<file path="src/rtl/junction_route_setter_if.sv">
// Signal bundle between the traffic controller / trackside equipment and
// junction_route_setter.
interface junction_route_setter_if;
  logic [2:0] grant;
  logic       points_locked;
  logic       entry_sensor;
  logic       exit_sensor;
  logic       fault_clr;
  logic [1:0] points_cmd;
  logic       points_move;
  logic [3:0] sig_green;
  logic [3:0] sig_amber;
  logic       train_done;
  logic       busy;
  logic       fault;

  modport master (
    output grant, points_locked, entry_sensor, exit_sensor, fault_clr,
    input  points_cmd, points_move, sig_green, sig_amber, train_done, busy, fault
  );

  modport slave (
    input  grant, points_locked, entry_sensor, exit_sensor, fault_clr,
    output points_cmd, points_move, sig_green, sig_amber, train_done, busy, fault
  );
endinterface

</file>
<file path="src/rtl/junction_route_setter.sv">
// Junction route setter: sets points for a granted route, clears the signal,
// tracks the train across the crossing and reports train_done.
// Optional caution aspect after entry is enabled by defining ROUTE_AMBER_EN.
//
// state      | meaning
// -----------+-------------------------------------------------------------
// IDLE       | waiting for a valid grant (ignored while fault is set)
// SET_POINTS | points motor driven, waiting for points_locked or timeout
// CLEAR      | proceed aspect shown, waiting for the train to pass signal
// OCCUPIED   | train committed to the crossing, waiting for exit_sensor
// RELEASE    | exit seen, holding CLEAR_HOLD cycles before release
// DONE       | single-cycle train_done pulse
module junction_route_setter #(
  parameter int SETTLE_MAX   = 8,
  parameter int CLEAR_HOLD   = 3,
  parameter int AMBER_CYCLES = 2
) (
  input  logic                   clk,
  input  logic                   reset_n,
  junction_route_setter_if.slave jif
);

  typedef enum logic [2:0] {
    IDLE       = 3'd0,
    SET_POINTS = 3'd1,
    CLEAR      = 3'd2,
    OCCUPIED   = 3'd3,
    RELEASE    = 3'd4,
    DONE       = 3'd5
  } state_t;

  localparam logic [7:0] SETTLE_LAST = 8'(SETTLE_MAX - 1);
  localparam logic [7:0] HOLD_LAST   = 8'(CLEAR_HOLD - 1);

  if (SETTLE_MAX < 2 || SETTLE_MAX > 255) begin : g_bad_settle
    $error("SETTLE_MAX outside 2..255");
  end
  if (CLEAR_HOLD < 1 || CLEAR_HOLD > 255) begin : g_bad_hold
    $error("CLEAR_HOLD outside 1..255");
  end
  if (AMBER_CYCLES < 1 || AMBER_CYCLES > 255) begin : g_bad_amber
    $error("AMBER_CYCLES outside 1..255");
  end

`ifdef ROUTE_AMBER_EN
  localparam logic [7:0] AMBER_LAST = 8'(AMBER_CYCLES - 1);
`endif

  state_t     state_q, state_nxt;
  logic [2:0] route_q, route_nxt;
  logic [7:0] timer_q, timer_nxt;
  logic [1:0] cmd_q, cmd_nxt;
  logic       move_q, move_nxt;
  logic [3:0] green_q, green_nxt;
  logic [3:0] amber_q, amber_nxt;
  logic       done_q, done_nxt;
  logic       busy_q, busy_nxt;
  logic       fault_q, fault_nxt;
  logic [7:0] timer_inc;
  logic       grant_valid;
  logic       grant_lost;

  assign timer_inc   = (timer_q == 8'hFF) ? timer_q : timer_q + 8'd1;
  assign grant_valid = (jif.grant >= 3'd1) && (jif.grant <= 3'd4);
  assign grant_lost  = (jif.grant != route_q);

  always_ff @(posedge clk or negedge reset_n) begin
    if (!reset_n) begin
      state_q <= IDLE;
      route_q <= 3'd0;
      timer_q <= 8'd0;
      cmd_q   <= 2'd0;
      move_q  <= 1'b0;
      green_q <= 4'd0;
      amber_q <= 4'd0;
      done_q  <= 1'b0;
      busy_q  <= 1'b0;
      fault_q <= 1'b0;
    end else begin
      state_q <= state_nxt;
      route_q <= route_nxt;
      timer_q <= timer_nxt;
      cmd_q   <= cmd_nxt;
      move_q  <= move_nxt;
      green_q <= green_nxt;
      amber_q <= amber_nxt;
      done_q  <= done_nxt;
      busy_q  <= busy_nxt;
      fault_q <= fault_nxt;
    end
  end

  always_comb begin
    state_nxt = state_q;
    route_nxt = route_q;
    timer_nxt = timer_q;
    cmd_nxt   = cmd_q;
    move_nxt  = move_q;
    green_nxt = green_q;
    amber_nxt = amber_q;
    fault_nxt = fault_q;

    case (state_q)
      IDLE: begin
        if (fault_q) begin
          if (jif.fault_clr) fault_nxt = 1'b0;
        end else if (grant_valid) begin
          route_nxt = jif.grant;
          cmd_nxt   = 2'(jif.grant - 3'd1);
          move_nxt  = 1'b1;
          timer_nxt = 8'd0;
          state_nxt = SET_POINTS;
        end else if (jif.grant != 3'd0) begin
          fault_nxt = 1'b1;
        end
      end

      SET_POINTS: begin
        if (grant_lost) begin
          move_nxt  = 1'b0;
          state_nxt = IDLE;
        end else if (jif.points_locked) begin
          move_nxt  = 1'b0;
          green_nxt = 4'b0001 << cmd_q;
          state_nxt = CLEAR;
        end else if (timer_q == SETTLE_LAST) begin
          move_nxt  = 1'b0;
          fault_nxt = 1'b1;
          state_nxt = IDLE;
        end else begin
          timer_nxt = timer_inc;
        end
      end

      CLEAR: begin
        // Once the train is past the signal it cannot be stopped, so entry
        // wins over a simultaneous grant withdrawal.
        if (jif.entry_sensor) begin
          green_nxt = 4'd0;
          state_nxt = OCCUPIED;
`ifdef ROUTE_AMBER_EN
          amber_nxt = 4'b0001 << cmd_q;
          timer_nxt = 8'd0;
`endif
        end else if (grant_lost) begin
          green_nxt = 4'd0;
          state_nxt = IDLE;
        end
      end

      OCCUPIED: begin
        if (jif.exit_sensor) begin
          amber_nxt = 4'd0;
          timer_nxt = 8'd0;
          state_nxt = RELEASE;
        end
`ifdef ROUTE_AMBER_EN
        else if (amber_q != 4'd0) begin
          if (timer_q == AMBER_LAST) amber_nxt = 4'd0;
          else                       timer_nxt = timer_inc;
        end
`endif
      end

      RELEASE: begin
        if (timer_q == HOLD_LAST) state_nxt = DONE;
        else                      timer_nxt = timer_inc;
      end

      // The grant seen here is stale; it is re-sampled from IDLE.
      DONE: state_nxt = IDLE;

      default: state_nxt = IDLE;
    endcase

`ifndef ROUTE_AMBER_EN
    amber_nxt = 4'd0;
`endif
    done_nxt = (state_nxt == DONE);
    busy_nxt = (state_nxt != IDLE);
  end

  assign jif.points_cmd  = cmd_q;
  assign jif.points_move = move_q;
  assign jif.sig_green   = green_q;
  assign jif.sig_amber   = amber_q;
  assign jif.train_done  = done_q;
  assign jif.busy        = busy_q;
  assign jif.fault       = fault_q;

endmodule

</file>
<file path="src/flat_wrapper.sv">
// flat-port wrapper written by rule: the top's interface ports become plain ports
module junction_route_setter_flat 
#(
  parameter int SETTLE_MAX   = 8,
  parameter int CLEAR_HOLD   = 3,
  parameter int AMBER_CYCLES = 2
)
  (clk, reset_n, jif_grant, jif_points_locked, jif_entry_sensor, jif_exit_sensor, jif_fault_clr, jif_points_cmd, jif_points_move, jif_sig_green, jif_sig_amber, jif_train_done, jif_busy, jif_fault);
  junction_route_setter_if jif_i ();
  input  logic clk;
  input  logic reset_n;
  input wire logic [$bits(jif_i.grant)-1:0] jif_grant;
  input wire logic [$bits(jif_i.points_locked)-1:0] jif_points_locked;
  input wire logic [$bits(jif_i.entry_sensor)-1:0] jif_entry_sensor;
  input wire logic [$bits(jif_i.exit_sensor)-1:0] jif_exit_sensor;
  input wire logic [$bits(jif_i.fault_clr)-1:0] jif_fault_clr;
  output wire logic [$bits(jif_i.points_cmd)-1:0] jif_points_cmd;
  output wire logic [$bits(jif_i.points_move)-1:0] jif_points_move;
  output wire logic [$bits(jif_i.sig_green)-1:0] jif_sig_green;
  output wire logic [$bits(jif_i.sig_amber)-1:0] jif_sig_amber;
  output wire logic [$bits(jif_i.train_done)-1:0] jif_train_done;
  output wire logic [$bits(jif_i.busy)-1:0] jif_busy;
  output wire logic [$bits(jif_i.fault)-1:0] jif_fault;
  assign jif_i.grant = jif_grant;
  assign jif_i.points_locked = jif_points_locked;
  assign jif_i.entry_sensor = jif_entry_sensor;
  assign jif_i.exit_sensor = jif_exit_sensor;
  assign jif_i.fault_clr = jif_fault_clr;
  assign jif_points_cmd = jif_i.points_cmd;
  assign jif_points_move = jif_i.points_move;
  assign jif_sig_green = jif_i.sig_green;
  assign jif_sig_amber = jif_i.sig_amber;
  assign jif_train_done = jif_i.train_done;
  assign jif_busy = jif_i.busy;
  assign jif_fault = jif_i.fault;
  junction_route_setter #(.SETTLE_MAX(SETTLE_MAX), .CLEAR_HOLD(CLEAR_HOLD), .AMBER_CYCLES(AMBER_CYCLES)) u_core (.clk(clk), .reset_n(reset_n), .jif(jif_i));
endmodule
</file>
<file path="config.mk">
export PLATFORM = sky130hd
export DESIGN_NAME = junction_route_setter_flat
export DESIGN_NICKNAME = d
export VERILOG_FILES = /design/src/rtl/junction_route_setter_if.sv /design/src/rtl/junction_route_setter.sv /design/src/flat_wrapper.sv
export SDC_FILE = /design/constraint.sdc
export NUM_CORES = 1
export LEC_CHECK = 0
export CAP_MARGIN = 10
export CORE_ASPECT_RATIO = 1.5
export CORE_MARGIN = 4
export CORE_UTILIZATION = 32
export CTS_BUF_LIST = sky130_fd_sc_hd__clkbuf_2 sky130_fd_sc_hd__clkbuf_4 sky130_fd_sc_hd__clkbuf_8
export CTS_CLUSTER_DIAMETER = 200
export DETAILED_ROUTE_END_ITERATION = 12
export HOLD_SLACK_MARGIN = 0.08
export SLEW_MARGIN = 20
export SYNTH_ARGS = -nofsm -noshare
export SYNTH_HDL_FRONTEND = slang
export SYNTH_SLANG_ARGS = --single-unit
</file>
<file path="constraint.sdc">
create_clock -name clk -period 2.9 [get_ports clk]
set_input_delay 0.58 -clock clk [delete_from_list [all_inputs] [get_ports clk]]
set_output_delay 0.58 -clock clk [all_outputs]
set_load 0.005 [all_outputs]
</file>
Yosys cells after proc, flatten, opt, wreduce, memory -nomap -nowiden --
Index checks and enable logic that the tools add are counted.
Operators by class: add/sub/neg operators 2, order comparisons 2, equality and inequality tests 20, shifts and indexed selects 1, mux-type cells 38, bitwise gates (word level) 1, reductions and logical operators 12
Operators by type and width (number):
- 8-bit 2-to-1 mux | 8
- 8-bit one-hot mux with 4 select lines | 1
- 3-bit 2-to-1 mux | 9
- 4-bit 2-to-1 mux | 4
- 3-bit one-hot mux with 5 select lines | 1
- 2-bit inequality test, second input constant | 7
- 1-bit 2-to-1 mux | 12
- 4-bit AND reduction | 3
- 8-bit by 1-bit adder with 8-bit output, second input constant | 1
- 8-bit by 2-bit equality test with 1-bit output, second input constant | 1
- 8-bit by 3-bit equality test with 1-bit output, second input constant | 1
- 8-bit equality test, second input constant | 1
- 4-bit one-hot mux with 2 select lines | 1
- 8-bit AND reduction | 1
- 3-bit by 2-bit equality test with 1-bit output, second input constant | 2
- 3-bit equality test, second input constant | 2
- 3-bit nonzero test | 2
- 2-bit by 1-bit inequality test with 1-bit output, second input constant | 2
- 4-bit by 2-bit inequality test with 1-bit output, second input constant | 1
- 1-bit one-hot mux with 2 select lines | 2
- 2-bit nonzero test | 2
- 4-bit nonzero test | 1
- 1-bit by 2-bit << shifter with 4-bit output, first input constant | 1
- 3-bit by 1-bit equality test with 1-bit output, second input constant | 1
- 9 further kinds | 9
Word-level totals: register bits after elaboration 24, bits of input ports 9

Longest topological paths before layout --
Gate-level depths: netlist (run 1).
depth after elaboration 6, depth in mapped cells 8

Worst setup path before layout (run 1) --
Ideal clock, no wire load.
path kind input -> register, start point input jif_grant[1], end point register u_core.timer_q[7], library setup time 104 ps, arrival 2118 ps, setup slack 678 ps, cell stages on the path 8, cell sequence inv_1 > ha_1 > or4_1 > o21ai_0 > a221o_2 > or4_1 > buf_4 > o41ai_2
On the way: word-level cells in the longest chain between the ends 4, elaborated cells between the ends (all ways) 7, classes of those cells 2 x order compare; 3 x eq/ne; 2 x reduce/logical
RTL lines:
- start, declared | line flat_wrapper.sv:12 | input wire logic [$bits(jif_i.grant)-1:0] jif_grant;
- 3-bit by 1-bit greater-or-equal comparator with 1-bit output / 3-bit <= comparator (equally long branches) | line junction_route_setter.sv:64 | assign grant_valid = (jif.grant >= 3'd1) && (jif.grant <= 3'd4);
- 1-bit logical AND | line junction_route_setter.sv:64
- 2-bit by 1-bit inequality test with 1-bit output (no line)
- 8-bit AND reduction (no line) *
- end signal, assigned | line junction_route_setter.sv:82 | timer_q <= timer_nxt;
- end, declared | line junction_route_setter.sv:51 | logic [7:0] timer_q, timer_nxt;
Every way passes the cells marked *; elsewhere a longest branch is shown, timed or not. A chain may end at the register's enable or synchronous reset.

Worst setup path after layout (run 1) --
start point input jif_grant[0], end point register u_core.timer_q[2]
The elaborated chain is that of the path after synthesis.

==> summary.md, run 1 <==
| Metric | Value |
|---|---|
| Outcome | `complete, no violations` |
| Reg power frac | `37.7%` |
| Initial Utilization | `33.85%` |
| Bufs and invs on worst path | `1` |
| Setup CP Type | `in -> reg` |
| Net Sw Frac | `36.49%` |
| DP HPWL | `2.538 mm` |
| Setup violations, final | `0` |
| Clock power share | `16.0%` |
| Pins Over Slew Limit | `0` |
| Yosys warns | `0` |
| Mapped cell area | `1461 um^2` |
| Routed WL | `between 3 and 4 mm` |
| Most common cell in the netlist | `dfrtp_1` |
| Worst Path Required | `approximately 3100 ps` |
| Die height | `about 91 um` |
| Total number of vias | `1135` |
| Crit-path leading delay family | `compound AO/OA/AOI/OAI gates` |
| RSZ-0062 raised after global routing | `no` |
| Vias per Instance | `approximately 5.5` |
| Worst EP arrival | `2810 ps` |
| Worst slew pin tran | `584.2 ps` |
| Fmax | `0.3797 GHz` |
| Layout Nets | `176` |
| Synth top cells by count | `dfrtp_1, inv_1, nor2_1` |
| Crit path max-delay cell type | `clkdlybuf4s50_1` |
| Mapped Cells | `141` |
| Total power | `between 1 and 1.5 mW` |
| Number of distinct library cells after synthesis | `43` |
| Drt initial violations | `32` |
| Syn Area/Cell | `10.36 um^2` |
| Crit-path max FO | `7` |
| Num Clock Sinks | `24` |
| Tot GR Track Use | `approximately 12%` |
| DR WL/cell | `about 15 um` |
| Hold Crit Class | `reg -> reg` |
| Max Cap Viol | `0` |
| Setup TNS | `0 ps` |
| Fill cells | `418` |
| EDFF count, synth | `0` |
| Critical path depth in cells | `7` |
| Seq/Total Area, Yosys | `between 40% and 50%` |
| # rows | `29` |
| CTS root buffer | `clkbuf_8` |
| Number of global-route vias before repair | `1243` |
| CP endpoint kind | `flip-flop` |
| Critical path launch point type | `input port` |
| Area Overhead vs Synth | `17.89%` |
| CTS tree | `yes` |
| Combinational Power Share | `between 40% and 50%` |
| Die Area | `5734 um^2` |
| Top post-synthesis cells by area | `dfrtp_1, mux2_2, ha_1, o41ai_1, mux2i_1` |
| ANT nets after route | `0` |
| GRT overflow | `0` |
| Cell area power density | `836.2 nW/um^2` |
| Hold Crit Depth | `1` |
| Largest net degree at the start of global routing | `25` |
| Core Box Area | `4318 um^2` |
| Critical path's largest stage delay | `roughly 580 ps` |
| # port buffers | `18` |
| DR DRC count | `0` |
| Int Pwr | `0.9149 mW` |
| Final period util | `90.81%` |
| Maximum vdd drop | `0.0002497 V` |
| Reg clk slew, reported paths | `about 80 ps` |
| Clk buf depth | `2` |
| R2r worst-path depth | `6` |
| Area leader, netlist | `dfrtp_1` |
| Post_cts resized | `0` |
| Later-pin clock latency in the skew report | `270 ps` |
| Diode count | `0` |
| Share of cells above drive strength 1 | `between 10% and 20%` |
| CTS Hold Buffers Added | `0` |
| GPL Wtd Cong | `0.7982` |
| Setup Skew | `8.188 ps` |
| Global-route wire length before repair | `5.809 mm` |
| Die W | `63.18 um` |
| Ys async rst share | `100.0%` |
| Htree depth | `1` |
| Worst path cell trace | `clkdlybuf4s50_1, ha_1, or4_1, o21ai_0, a221o_2, or4_1, o21ai_0` |
| IO Pins | `23` |
| DRT Pass-1 Iters | `4` |
| Clock period minus worst slack | `2634 ps` |
| Most used DFF post-synth | `dfrtp_1` |
| CTS buffer count | `3` |
| Slew HR | `60.75%` |
| Synth Register Bits | `24` |
| NetSw | `0.5257 mW` |
| Final hold vios | `0` |
| Initial antenna violation count | `0` |
| Pleak | `between 0.7 and 0.8 nW` |
| Setup Buffers After CTS | `0` |
| Synth top area share | `between 40% and 50%` |
flip-flops by register name (all words and copies together) (netlist names):
signal / count
u_core.timer_q: 8
u_core.jif.sig_green: 4
u_core.route_q: 3
u_core.state_q: 3
u_core.jif.points_cmd: 2
u_core.jif.busy: 1
u_core.jif.fault: 1
u_core.jif.points_move: 1
u_core.jif.train_done: 1
worst paths after layout:
kind | from | endpoint | slack (ps)
worst min-delay path | u_core.jif.sig_green[0] | u_core.jif.sig_green[0] | 520
min in group asynchronous | reset_n | u_core.timer_q[1] | 670
max in group asynchronous | reset_n | u_core.jif.points_move | 1980
worst max-delay path | jif_grant[0] | u_core.timer_q[2] | 270
worst min register to register | u_core.jif.sig_green[0] | u_core.jif.sig_green[0] | 520
worst max register to register | u_core.timer_q[4] | u_core.timer_q[1] | 550
stage by stage:
stage	setup slack, ps	cells	instance area [um^2]	hold WS (ps)	utilization, %
after floorplan	678.1	144	1473	284.4	-
after global placement	49.65	204	1668	488.6	38.63
after detailed placement	1.994	204	1668	505.3	38.63
after CTS	265.9	208	1723	525.3	39.90
after global routing	71.31	208	1723	544.9	39.90
final	266.4	208	1723	517.5	39.90
power groups by stage:
stage               logic [mW]  registers [mW]  clock network (mW)
global placement         0.659           0.547                   0
finish                   0.667           0.544               0.230
CTS                      0.677           0.547               0.239
detailed placement       0.672           0.554                   0
floorplan                0.461           0.520                   0
global route             0.738           0.564               0.254
cell usage in the layout, fill, tap and decap left out, types with 3 or more instances in the layout:
| master | synthesis | final |
|---|---|---|
| a21oi_1 | 3 | 3 |
| buf_4 | 5 | 4 |
| clkbuf_8 | 0 | 4 |
| clkdlybuf4s50_1 | 0 | 18 |
| conb_1 | 1 | 4 |
| dfrtp_1 | 24 | 24 |
| ha_1 | 4 | 4 |
| inv_1 | 9 | 9 |
| mux2_2 | 7 | 7 |
| mux2i_1 | 4 | 4 |
| nand2_1 | 4 | 4 |
| nand2b_1 | 4 | 4 |
| nand3_1 | 6 | 6 |
| nor2_1 | 8 | 8 |
| nor3_1 | 7 | 7 |
| o21ai_0 | 7 | 7 |
| o31ai_1 | 4 | 4 |
| o41ai_1 | 5 | 5 |
| or3_1 | 5 | 5 |
| xnor2_1 | 3 | 3 |
metal layers:
layer	share of wire [%]	GRT usage, %	vias to the layer above
met5	0	0	-
met4	1.1	3.243	0
met3	3.1	1.494	4
met2	56	23.96	29
met1	40	13.31	546
li1	-	-	556
final cells by class:
class / count / area [um^2] / share of cell area [%]
inverter: 9 / 33.78 / 1.961
timing repair buffer: 22 / 210.2 / 12.20
sequential: 24 / 600.6 / 34.86
tap: 46 / 57.56 / 3.341
clock buffer: 4 / 55.05 / 3.195
multi-input combinational: 103 / 765.7 / 44.44
logic make-up (layout without fill, tap and decap cells):
kind of cell | Yosys count | in the layout | share of synthesized area, %
muxes | 12 | 12 | 9.161
buffers and inverters | 17 | 35 | 7.277
AOI/OAI and AO/OA | 27 | 27 | 13.96
DFF | 24 | 24 | 41.10
adders and majority gates | 4 | 4 | 3.425
other | 1 | 4 | 0.2566
xor gates and xnor gates | 4 | 4 | 2.398
and+or+nand+nor | 52 | 52 | 22.43
(Power assumes the default switching activity.)
==> inputs of run 2 (changes only) <==
CORE_UTILIZATION = 50   (was 32)
PLACE_DENSITY = 0.75   (was not set)
==> run 2 against run 1 <==
Via count rose by 2.6%. Highest routed layer unchanged. Global-route usage grew 5.9 points. Wire length decreased by 3.8%. Die area is 33% lower. Design area grew 0.29%. Power is 4.6% higher. Critical path depth unchanged. Flip-flop and latch count unchanged. Setup slack got worse by 100 ps.
==> summary.md, run 2 (synthesized netlist as in run 1, its figures left out) <==
| Metric | Value |
|---|---|
| Outcome | `complete, no violations` |
| # port buffers | `18` |
| Most frequent cells in the layout | `dfrtp_1, clkdlybuf4s50_1, inv_1` |
| Die Area | `3870 um^2` |
| Die height | `74.22 um` |
| Pleak | `just under 0.8 nW` |
| Maximum vdd drop | `approximately 0.00047 V` |
| Cell area power density | `871.8 nW/um^2` |
| Setup Skew | `6.201 ps` |
| DR WL/cell | `roughly 16 um` |
| Worst slew pin tran | `630.6 ps` |
| IO Pins | `23` |
| DR DRC count | `0` |
| WHS | `511.9 ps` |
| ANT nets after route | `0` |
| # rows | `23` |
| Worst EP arrival | `between 2000 and 3000 ps` |
| Setup Buffers After CTS | `0` |
| Cell Area, Placed | `1657 um^2` |
| Worst Path Required | `3070 ps` |
| GRT overflow | `0` |
| Later-pin clock latency in the skew report | `270 ps` |
| DRT Pass-1 Iters | `4` |
| Global-route wire length before repair | `5.250 mm` |
| Reg clk slew, reported paths | `80 ps` |
| Fmax | `0.3659 GHz` |
| Largest net degree at the start of global routing | `25` |
| Clock period minus worst slack | `2733 ps` |
| Num Clock Sinks | `24` |
| Critical path launch point type | `input port` |
| CTS buffer count | `3` |
| Hold Crit Class | `reg -> reg` |
| Top reg by flops | `u_core.timer_q` |
| Number of global-route vias before repair | `about 1200` |
| Layout Nets | `roughly 180` |
| CTS tree | `yes` |
| Commonest non-fill, non-tap cell in the layout | `dfrtp_1` |
| Final instance area | `~1700 um^2` |
| Htree depth | `1` |
| Die W | `about 52 um` |
| RSZ-0062 raised after global routing | `no` |
| Tot GR Track Use | `18.13%` |
| CP endpoint kind | `flip-flop` |
| Crit-path max FO | `7` |
| Vias per Instance | `between 5 and 6` |
| CTS root buffer | `clkbuf_8` |
| Setup CP Type | `in -> reg` |
| Share of cells above drive strength 1 | `17.90%` |
| Fin util | `63.20%` |
| Pins Over Slew Limit | `0` |
| Total number of vias | `1164` |
| Max Cap Viol | `0` |
| Clk buf depth | `2` |
| Final period util | `approximately 94%` |
| Largest register FFs | `8` |
| GPL Wtd Cong | `0.8009` |
| Routed WL | `roughly 3.1 mm` |
| Slew HR | `57.64%` |
| Initial Utilization | `between 50% and 60%` |
| Initial antenna violation count | `0` |
| Final hold vios | `0` |
| Diode count | `0` |
| Total power | `~1.5 mW` |
| DP HPWL | `between 2 and 2.5 mm` |
| Setup violations, final | `0` |
| Area Overhead vs Synth | `18.24%` |
| CTS Hold Buffers Added | `0` |
| Post_cts resized | `0` |
| Drt initial violations | `24` |
| Core Box Area | `roughly 2700 um^2` |
| Setup TNS | `0 ps` |
## run 2: cell count changes in the layout (fill, tap and decap cells not counted), sizes merged
| cell | previous run | this run |
|---|---|---|
| bufinv | 0 | 1 |
| clkbuf | 4 | 3 |
## run 2: final timing paths
kind	startpoint	end	slack (ps)	cells past startpoint
worst min-delay path	u_core.jif.sig_green[1]	u_core.jif.sig_green[1]	510	1
worst max-delay path	jif_grant[0]	u_core.timer_q[5]	170	7
worst max register to register	u_core.timer_q[4]	u_core.timer_q[2]	600	5
min in group asynchronous	reset_n	u_core.state_q[2]	670	2
worst min register to register	u_core.jif.sig_green[1]	u_core.jif.sig_green[1]	510	1
max in group asynchronous	reset_n	u_core.timer_q[5]	1990	2
## run 2: through the flow
stage               setup WS [ps]  cells
global route                61.67    199
global placement            36.47    195
CTS                         162.7    199
finish                      166.7    199
floorplan                   678.1    144
detailed placement         -101.4    195
## run 2: power breakdown
group	internal (mW)	total, mW	switching (mW)
registers	0.437	0.543	0.106
clock network	0.185	0.291	0.107
logic	0.355	0.672	0.317
total	0.977	1.51	0.529
## run 2: critical path: stages
cell,delay [ps]
clkdlybuf4s50_1,600
ha_1,180
or4_1,100
o21ai_0,160
a221o_2,440
or4_1,570
o31ai_1,270
## run 2: layout make-up
type,count,area (um^2)
Timing Repair Buffer,22,210.2
Sequential cell,24,600.6
Tap cell,37,46.29
Multi-Input combinational cell,103,765.7
Fill cell,233,1006
Clock buffer,3,41.29
Clock inverter,1,30.03
Inverter,9,33.78
## run 2: layer usage
layer | global-route usage [%] | part of all wire (%) | vias up
met5 | 0 | 0 | -
met1 | 19.01 | 36 | 577
met4 | 7.670 | 2.3 | 0
met2 | 35.10 | 58 | 30
met3 | 2.405 | 3.9 | 7
li1 | - | - | 550
